## config.mk

```make
export PLATFORM = sky130hd
export DESIGN_NAME = graph_launcher_flat
export DESIGN_NICKNAME = d
export VERILOG_FILES = /design/src/rtl/graph_launcher_if.sv /design/src/rtl/graph_launcher.sv /design/src/flat_wrapper.sv
export SDC_FILE = /design/constraint.sdc
export NUM_CORES = 1
export LEC_CHECK = 0
export ABC_CLOCK_PERIOD_IN_PS = 1900
export CORE_MARGIN = 8
export CORE_UTILIZATION = 37
export DETAILED_ROUTE_END_ITERATION = 16
export PLACE_DENSITY = 0.76
export SLEW_MARGIN = 20
export SYNTH_ARGS = -nofsm -noshare
export SYNTH_HDL_FRONTEND = slang
export SYNTH_SLANG_ARGS = --single-unit
```

## constraint.sdc

```tcl
create_clock -name clk -period 1.9 [get_ports clk]
set_clock_uncertainty 0.15 [all_clocks]
set_input_delay 0.475 -clock clk [delete_from_list [all_inputs] [get_ports clk]]
set_output_delay 0.475 -clock clk [all_outputs]
set_load 0.1 [all_outputs]
```

## src/rtl/graph_launcher_if.sv

```systemverilog
// Handshake and data bundle between graph_launcher, its host and the graph it launches.
// master = launcher side, slave = host/graph side.
interface graph_launcher_if #(
    parameter int W = 32
);
    logic         job_valid;
    logic         job_ready;
    logic [W-1:0] job_rts;
    logic [W-1:0] job_x1;
    logic [W-1:0] job_xh;

    logic         start_in;
    logic         start_valid;
    logic         start_ready;
    logic [W-1:0] rts_dout;
    logic [W-1:0] x1_dout;
    logic [W-1:0] xh_dout;

    logic [W-1:0] end_out;
    logic         end_valid;
    logic         end_ready;

    logic         res_valid;
    logic         res_ready;
    logic [W-1:0] res_data;
    logic         res_timeout;
    logic [15:0]  res_cycles;
    logic         busy;

    modport master (
        input  job_valid, job_rts, job_x1, job_xh,
        output job_ready,
        output start_in, start_valid, rts_dout, x1_dout, xh_dout,
        input  start_ready,
        input  end_out, end_valid,
        output end_ready,
        output res_valid, res_data, res_timeout, res_cycles, busy,
        input  res_ready
    );

    modport slave (
        output job_valid, job_rts, job_x1, job_xh,
        input  job_ready,
        input  start_in, start_valid, rts_dout, x1_dout, xh_dout,
        output start_ready,
        output end_out, end_valid,
        input  end_ready,
        input  res_valid, res_data, res_timeout, res_cycles, busy,
        output res_ready
    );
endinterface

```

## src/rtl/graph_launcher.sv

```systemverilog
// Accepts one job, launches the graph with its arguments, waits for the result and hands it to the host.
// Optional WAIT timeout enabled by defining GRAPH_LAUNCHER_TIMEOUT_EN.
module graph_launcher #(
    parameter int W              = 32,
    parameter int TIMEOUT_CYCLES = 1024
) (
    input  logic            clk,
    input  logic            rst,
    graph_launcher_if.master bus
);
    typedef enum logic [1:0] {
        ST_IDLE,
        ST_LAUNCH,
        ST_WAIT,
        ST_DONE
    } state_t;

    state_t       state_q;
    state_t       state_d;
    logic [W-1:0] rts_q;
    logic [W-1:0] x1_q;
    logic [W-1:0] xh_q;
    logic [W-1:0] res_data_q;
    logic         res_timeout_q;
    logic [15:0]  res_cycles_q;
    logic [15:0]  cyc_next;
    logic         tmo_en;
    logic         tmo_hit;

    function automatic logic [15:0] sat_inc(input logic [15:0] v);
        return (v == 16'hFFFF) ? v : v + 16'd1;
    endfunction

`ifdef GRAPH_LAUNCHER_TIMEOUT_EN
    assign tmo_en = 1'b1;
`else
    assign tmo_en = 1'b0;
`endif

    // cyc_next is the WAIT cycle count including the current cycle
    assign cyc_next = sat_inc(res_cycles_q);
    assign tmo_hit  = tmo_en && (int'(cyc_next) >= TIMEOUT_CYCLES);

    always_ff @(posedge clk or negedge rst) begin
        if (!rst) begin
            state_q <= ST_IDLE;
        end else begin
            state_q <= state_d;
        end
    end

    always_comb begin
        state_d = state_q;
        case (state_q)
            ST_IDLE:   if (bus.job_valid)                 state_d = ST_LAUNCH;
            ST_LAUNCH: if (bus.start_ready)               state_d = ST_WAIT;
            ST_WAIT:   if (bus.end_valid || tmo_hit)      state_d = ST_DONE;
            ST_DONE:   if (bus.res_ready)                 state_d = ST_IDLE;
            default:                                      state_d = ST_IDLE;
        endcase
    end

    always_ff @(posedge clk or negedge rst) begin
        if (!rst) begin
            rts_q         <= '0;
            x1_q          <= '0;
            xh_q          <= '0;
            res_data_q    <= '0;
            res_timeout_q <= 1'b0;
            res_cycles_q  <= '0;
        end else begin
            if (state_q == ST_IDLE && bus.job_valid) begin
                rts_q        <= bus.job_rts;
                x1_q         <= bus.job_x1;
                xh_q         <= bus.job_xh;
                res_cycles_q <= '0;
            end
            // a result arriving on the timeout cycle takes priority over the timeout
            if (state_q == ST_WAIT) begin
                res_cycles_q <= cyc_next;
                if (bus.end_valid) begin
                    res_data_q    <= bus.end_out;
                    res_timeout_q <= 1'b0;
                end else if (tmo_hit) begin
                    res_data_q    <= '0;
                    res_timeout_q <= 1'b1;
                end
            end
        end
    end

    assign bus.job_ready   = (state_q == ST_IDLE);
    assign bus.start_valid = (state_q == ST_LAUNCH);
    assign bus.start_in    = (state_q == ST_LAUNCH);
    assign bus.end_ready   = (state_q == ST_WAIT);
    assign bus.res_valid   = (state_q == ST_DONE);
    assign bus.busy        = (state_q != ST_IDLE);
    assign bus.rts_dout    = rts_q;
    assign bus.x1_dout     = x1_q;
    assign bus.xh_dout     = xh_q;
    assign bus.res_data    = res_data_q;
    assign bus.res_timeout = res_timeout_q & tmo_en;
    assign bus.res_cycles  = res_cycles_q;
endmodule

```

## src/flat_wrapper.sv

```systemverilog
// flat-port wrapper written by rule: the top's interface ports become plain ports
module graph_launcher_flat 
#(
    parameter int W              = 32,
    parameter int TIMEOUT_CYCLES = 1024
)
  (clk, rst, bus_job_valid, bus_job_rts, bus_job_x1, bus_job_xh, bus_job_ready, bus_start_in, bus_start_valid, bus_rts_dout, bus_x1_dout, bus_xh_dout, bus_start_ready, bus_end_out, bus_end_valid, bus_end_ready, bus_res_valid, bus_res_data, bus_res_timeout, bus_res_cycles, bus_busy, bus_res_ready);
  graph_launcher_if #(.W(W)) bus_i ();
  input  logic clk;
  input  logic rst;
  input wire logic [$bits(bus_i.job_valid)-1:0] bus_job_valid;
  input wire logic [$bits(bus_i.job_rts)-1:0] bus_job_rts;
  input wire logic [$bits(bus_i.job_x1)-1:0] bus_job_x1;
  input wire logic [$bits(bus_i.job_xh)-1:0] bus_job_xh;
  output wire logic [$bits(bus_i.job_ready)-1:0] bus_job_ready;
  output wire logic [$bits(bus_i.start_in)-1:0] bus_start_in;
  output wire logic [$bits(bus_i.start_valid)-1:0] bus_start_valid;
  output wire logic [$bits(bus_i.rts_dout)-1:0] bus_rts_dout;
  output wire logic [$bits(bus_i.x1_dout)-1:0] bus_x1_dout;
  output wire logic [$bits(bus_i.xh_dout)-1:0] bus_xh_dout;
  input wire logic [$bits(bus_i.start_ready)-1:0] bus_start_ready;
  input wire logic [$bits(bus_i.end_out)-1:0] bus_end_out;
  input wire logic [$bits(bus_i.end_valid)-1:0] bus_end_valid;
  output wire logic [$bits(bus_i.end_ready)-1:0] bus_end_ready;
  output wire logic [$bits(bus_i.res_valid)-1:0] bus_res_valid;
  output wire logic [$bits(bus_i.res_data)-1:0] bus_res_data;
  output wire logic [$bits(bus_i.res_timeout)-1:0] bus_res_timeout;
  output wire logic [$bits(bus_i.res_cycles)-1:0] bus_res_cycles;
  output wire logic [$bits(bus_i.busy)-1:0] bus_busy;
  input wire logic [$bits(bus_i.res_ready)-1:0] bus_res_ready;
  assign bus_i.job_valid = bus_job_valid;
  assign bus_i.job_rts = bus_job_rts;
  assign bus_i.job_x1 = bus_job_x1;
  assign bus_i.job_xh = bus_job_xh;
  assign bus_job_ready = bus_i.job_ready;
  assign bus_start_in = bus_i.start_in;
  assign bus_start_valid = bus_i.start_valid;
  assign bus_rts_dout = bus_i.rts_dout;
  assign bus_x1_dout = bus_i.x1_dout;
  assign bus_xh_dout = bus_i.xh_dout;
  assign bus_i.start_ready = bus_start_ready;
  assign bus_i.end_out = bus_end_out;
  assign bus_i.end_valid = bus_end_valid;
  assign bus_end_ready = bus_i.end_ready;
  assign bus_res_valid = bus_i.res_valid;
  assign bus_res_data = bus_i.res_data;
  assign bus_res_timeout = bus_i.res_timeout;
  assign bus_res_cycles = bus_i.res_cycles;
  assign bus_busy = bus_i.busy;
  assign bus_i.res_ready = bus_res_ready;
  graph_launcher #(.W(W), .TIMEOUT_CYCLES(TIMEOUT_CYCLES)) u_core (.clk(clk), .rst(rst), .bus(bus_i));
endmodule
```

==> metrics.cfg <==
[clocking]
cts_tree = built
cts.sinks = 146
cts_buffer_depth = 2
cts_buffers = 17
clk_pin_slew_ns = 0.06
htree_levels = 4
root_buffer = clkbuf_16
clkLatencyLatePin_ns = 0.41

[global_route]
antenna_found_initial = 0
grt_pass1_vias = 6009
grt_start_max_net_pins = 45
grt_pass1_wl_um = 33100
grt_usage_pct = 21.1
gr-total-overflow = 0

[sta]
hold_violations = 0
finalMaxSlewViolations = 0
rsz0062_at_grt = true
setup_ws_ns = -0.140
post-route-period-util_pct = 107
period_needed_ns = 2.04
fmax_mhz = 490
setup_viol = 8

[floorplanning]
core_region_area_um2 = 15900
ios = 285
die_w_um = 144
rows = 46
dieArea_um2 = 20600
die_h_um = 144
initial_core_util_pct = 38.0

[route]
drt-pass1-iter-count = 4
wl_per_cell_um = 19.2
drc = 0
antenna_left = 0
via_per_inst = 4.83
vias = 5642
wirelength_um = 22400
dr.first_iter.drc_count = 332

[synth]
synthTopCellsByArea = dfrtp_1 (61%), nand2_1 (19%), mux2_2 (4.5%)
synth_nets = 762
syn_inst = 622
yosysWarnings = 0
yosysTopAreaCell = dfrtp_1
synth_top_area_share_pct = 60.6
synth_edf_count = 0
async_flop_share_pct = 100
netlist_top_cells_count = nand2_1 (307), dfrtp_1 (146), mux2_2 (24)
yosysSeqAreaShare_pct = 60.6
synth_seq_cells = 146
avgSynthCellArea_um2 = 9.70
ys_types = 43
netlist_area_um2 = 6030
synth_ff_type = dfrtp_1
yosysMostFrequentCell = nand2_1

[worst_setup_path]
r2r_slack_ns = -0.01
crit_fanout = 3
r2r-start = u_core.state_q[0]
timing.rr.end = u_core.state_q[1]
required_ns = 1.27
worstPathArrival_ns = 1.41
startpoint_type = register
path_class = register to output pin
reg2regPathDepth = 8
endpoint_kind = output pin
cp_slowest_cell = dfrtp_1
cp_slowest_stage_delay_ns = 0.40
path_cells = inv_2 -> ha_4 -> buf_4 -> buf_12

[layout]
layout.nets = 1079
drive_above_1_share_pct = 30.8
syn_to_final_growth_pct = 96.5
diodes = 0

[placement]
post-dp-hpwl_um = 16100
gp_congestion = 0.835
io_buffer_count = 283
pre_cts_ws_ns = -0.154

[worst_hold_path]
hp-class = register to register
hold_path_end = u_core.bus.rts_dout[10]
min-delay-start = u_core.bus.rts_dout[10]
whs_path_depth = 2

[run_status]
violations = setup timing
status = finished with violations

[run]
maxCapViolations = 0

worst max path at each step:
stage	depth (start not counted)	to	start
floorplan	6	u_core.state_q[1]	u_core.state_q[1]
global placement	4	u_core.state_q[1]	bus_job_valid
detailed placement	4	u_core.state_q[1]	bus_job_valid
CTS	4	bus_job_ready	u_core.state_q[1]
global route	4	bus_job_ready	u_core.state_q[0]
finish	4	bus_job_ready	u_core.state_q[1]
critical path: cells and delay by family (launching register included):
kind	cells	cell delay (ns)
fa+ha+maj	1	0.17
buf+inv	3	0.43
flops	1	0.40
metal layers:
metal | track usage [%] | vias up | part of all wire, %
li1 | - | 2642 | -
met2 | 38.8 | 232 | 55
met5 | 0 | - | 0
met4 | 8.30 | 0 | 2.9
met1 | 21.0 | 2726 | 34
met3 | 7.80 | 42 | 8.2
registers in the layout, summed over array words and instances, names as in the netlist:
name                   flops
u_core.bus.res_cycles     16
u_core.bus.res_data       32
u_core.bus.rts_dout       32
u_core.bus.x1_dout        32
u_core.bus.xh_dout        32
u_core.state_q             2
metrics by stage:
stage          setup TNS, ns  std cells  hold slack [ns]  util (%)  instance area (um^2)
6_report              -0.570       1168            0.387      74.6                 11900
5_1_grt                -1.06       1168            0.411      74.6                 11900
4_1_cts               -0.500       1160            0.392      73.4                 11700
3_5_place_dp           -1.59       1114            0.292      68.5                 10900
3_3_place_gp          -0.210       1114            0.295      68.5                 10900
2_1_floorplan         -12.19        622           0.0294         -                  6120
cell usage in the layout (no fill, tap or decap), drive strengths merged, types with 2 or more instances in the layout:
cell           Yosys  layout
nand2            307     307
buf               16     197
dfrtp            146     146
clkdlybuf4s50      0     132
mux2              33      33
clkbuf            18      20
nor3              11      11
a31oi             10      10
inv                8      10
nor2               9       9
nand3              7       7
o21ai              6       6
ha                 6       6
clkinv             0       6
nand4              6       6
mux2i              4       4
a21oi              4       4
a21o               4       4
bufinv             0       4
o22ai              4       4
nor4               4       4
o211ai             3       3
and2               3       3
clkinvlp           0       2
nand3b             2       2
and3               2       2
kinds of logic after synthesis:
kind of cell | count (synthesis) | share of synthesized area [%]
AND/OR/NAND/NOR | 354 | 24.0
flip-flops | 146 | 60.6
buffers and inverters | 42 | 3.42
multiplexers | 37 | 6.82
AO/OA/AOI/OAI | 35 | 3.71
adder cells (fa/ha/maj) | 6 | 1.24
other | 1 | 0.0622
XOR/XNOR | 1 | 0.145
timing repair:
| item | in CTS | in global routing |
|---|---|---|
| endpoints found under the setup margin | 6 | 50 |
| hold buffers | 1 | 0 |
| pin swaps | 2 | 1 |
| hold endpoints to repair | 36 | 0 |
| gates cloned | 0 | 3 |
| resized for setup | 8 | 16 |
| setup buffers | 13 | 6 |
area by class of cell:
type / count / area, um^2
tap: 216 / 270
clock buffer: 18 / 429
multi-input combinational: 434 / 2330
fill: 998 / 4040
inverter: 8 / 36.3
sequential: 146 / 3700
clock inverter: 14 / 205
timing repair buffer: 332 / 4880
Power is left out: the tool's default activity adds up to more than one toggle a clock period on the data nets, which glitch-free logic cannot reach.
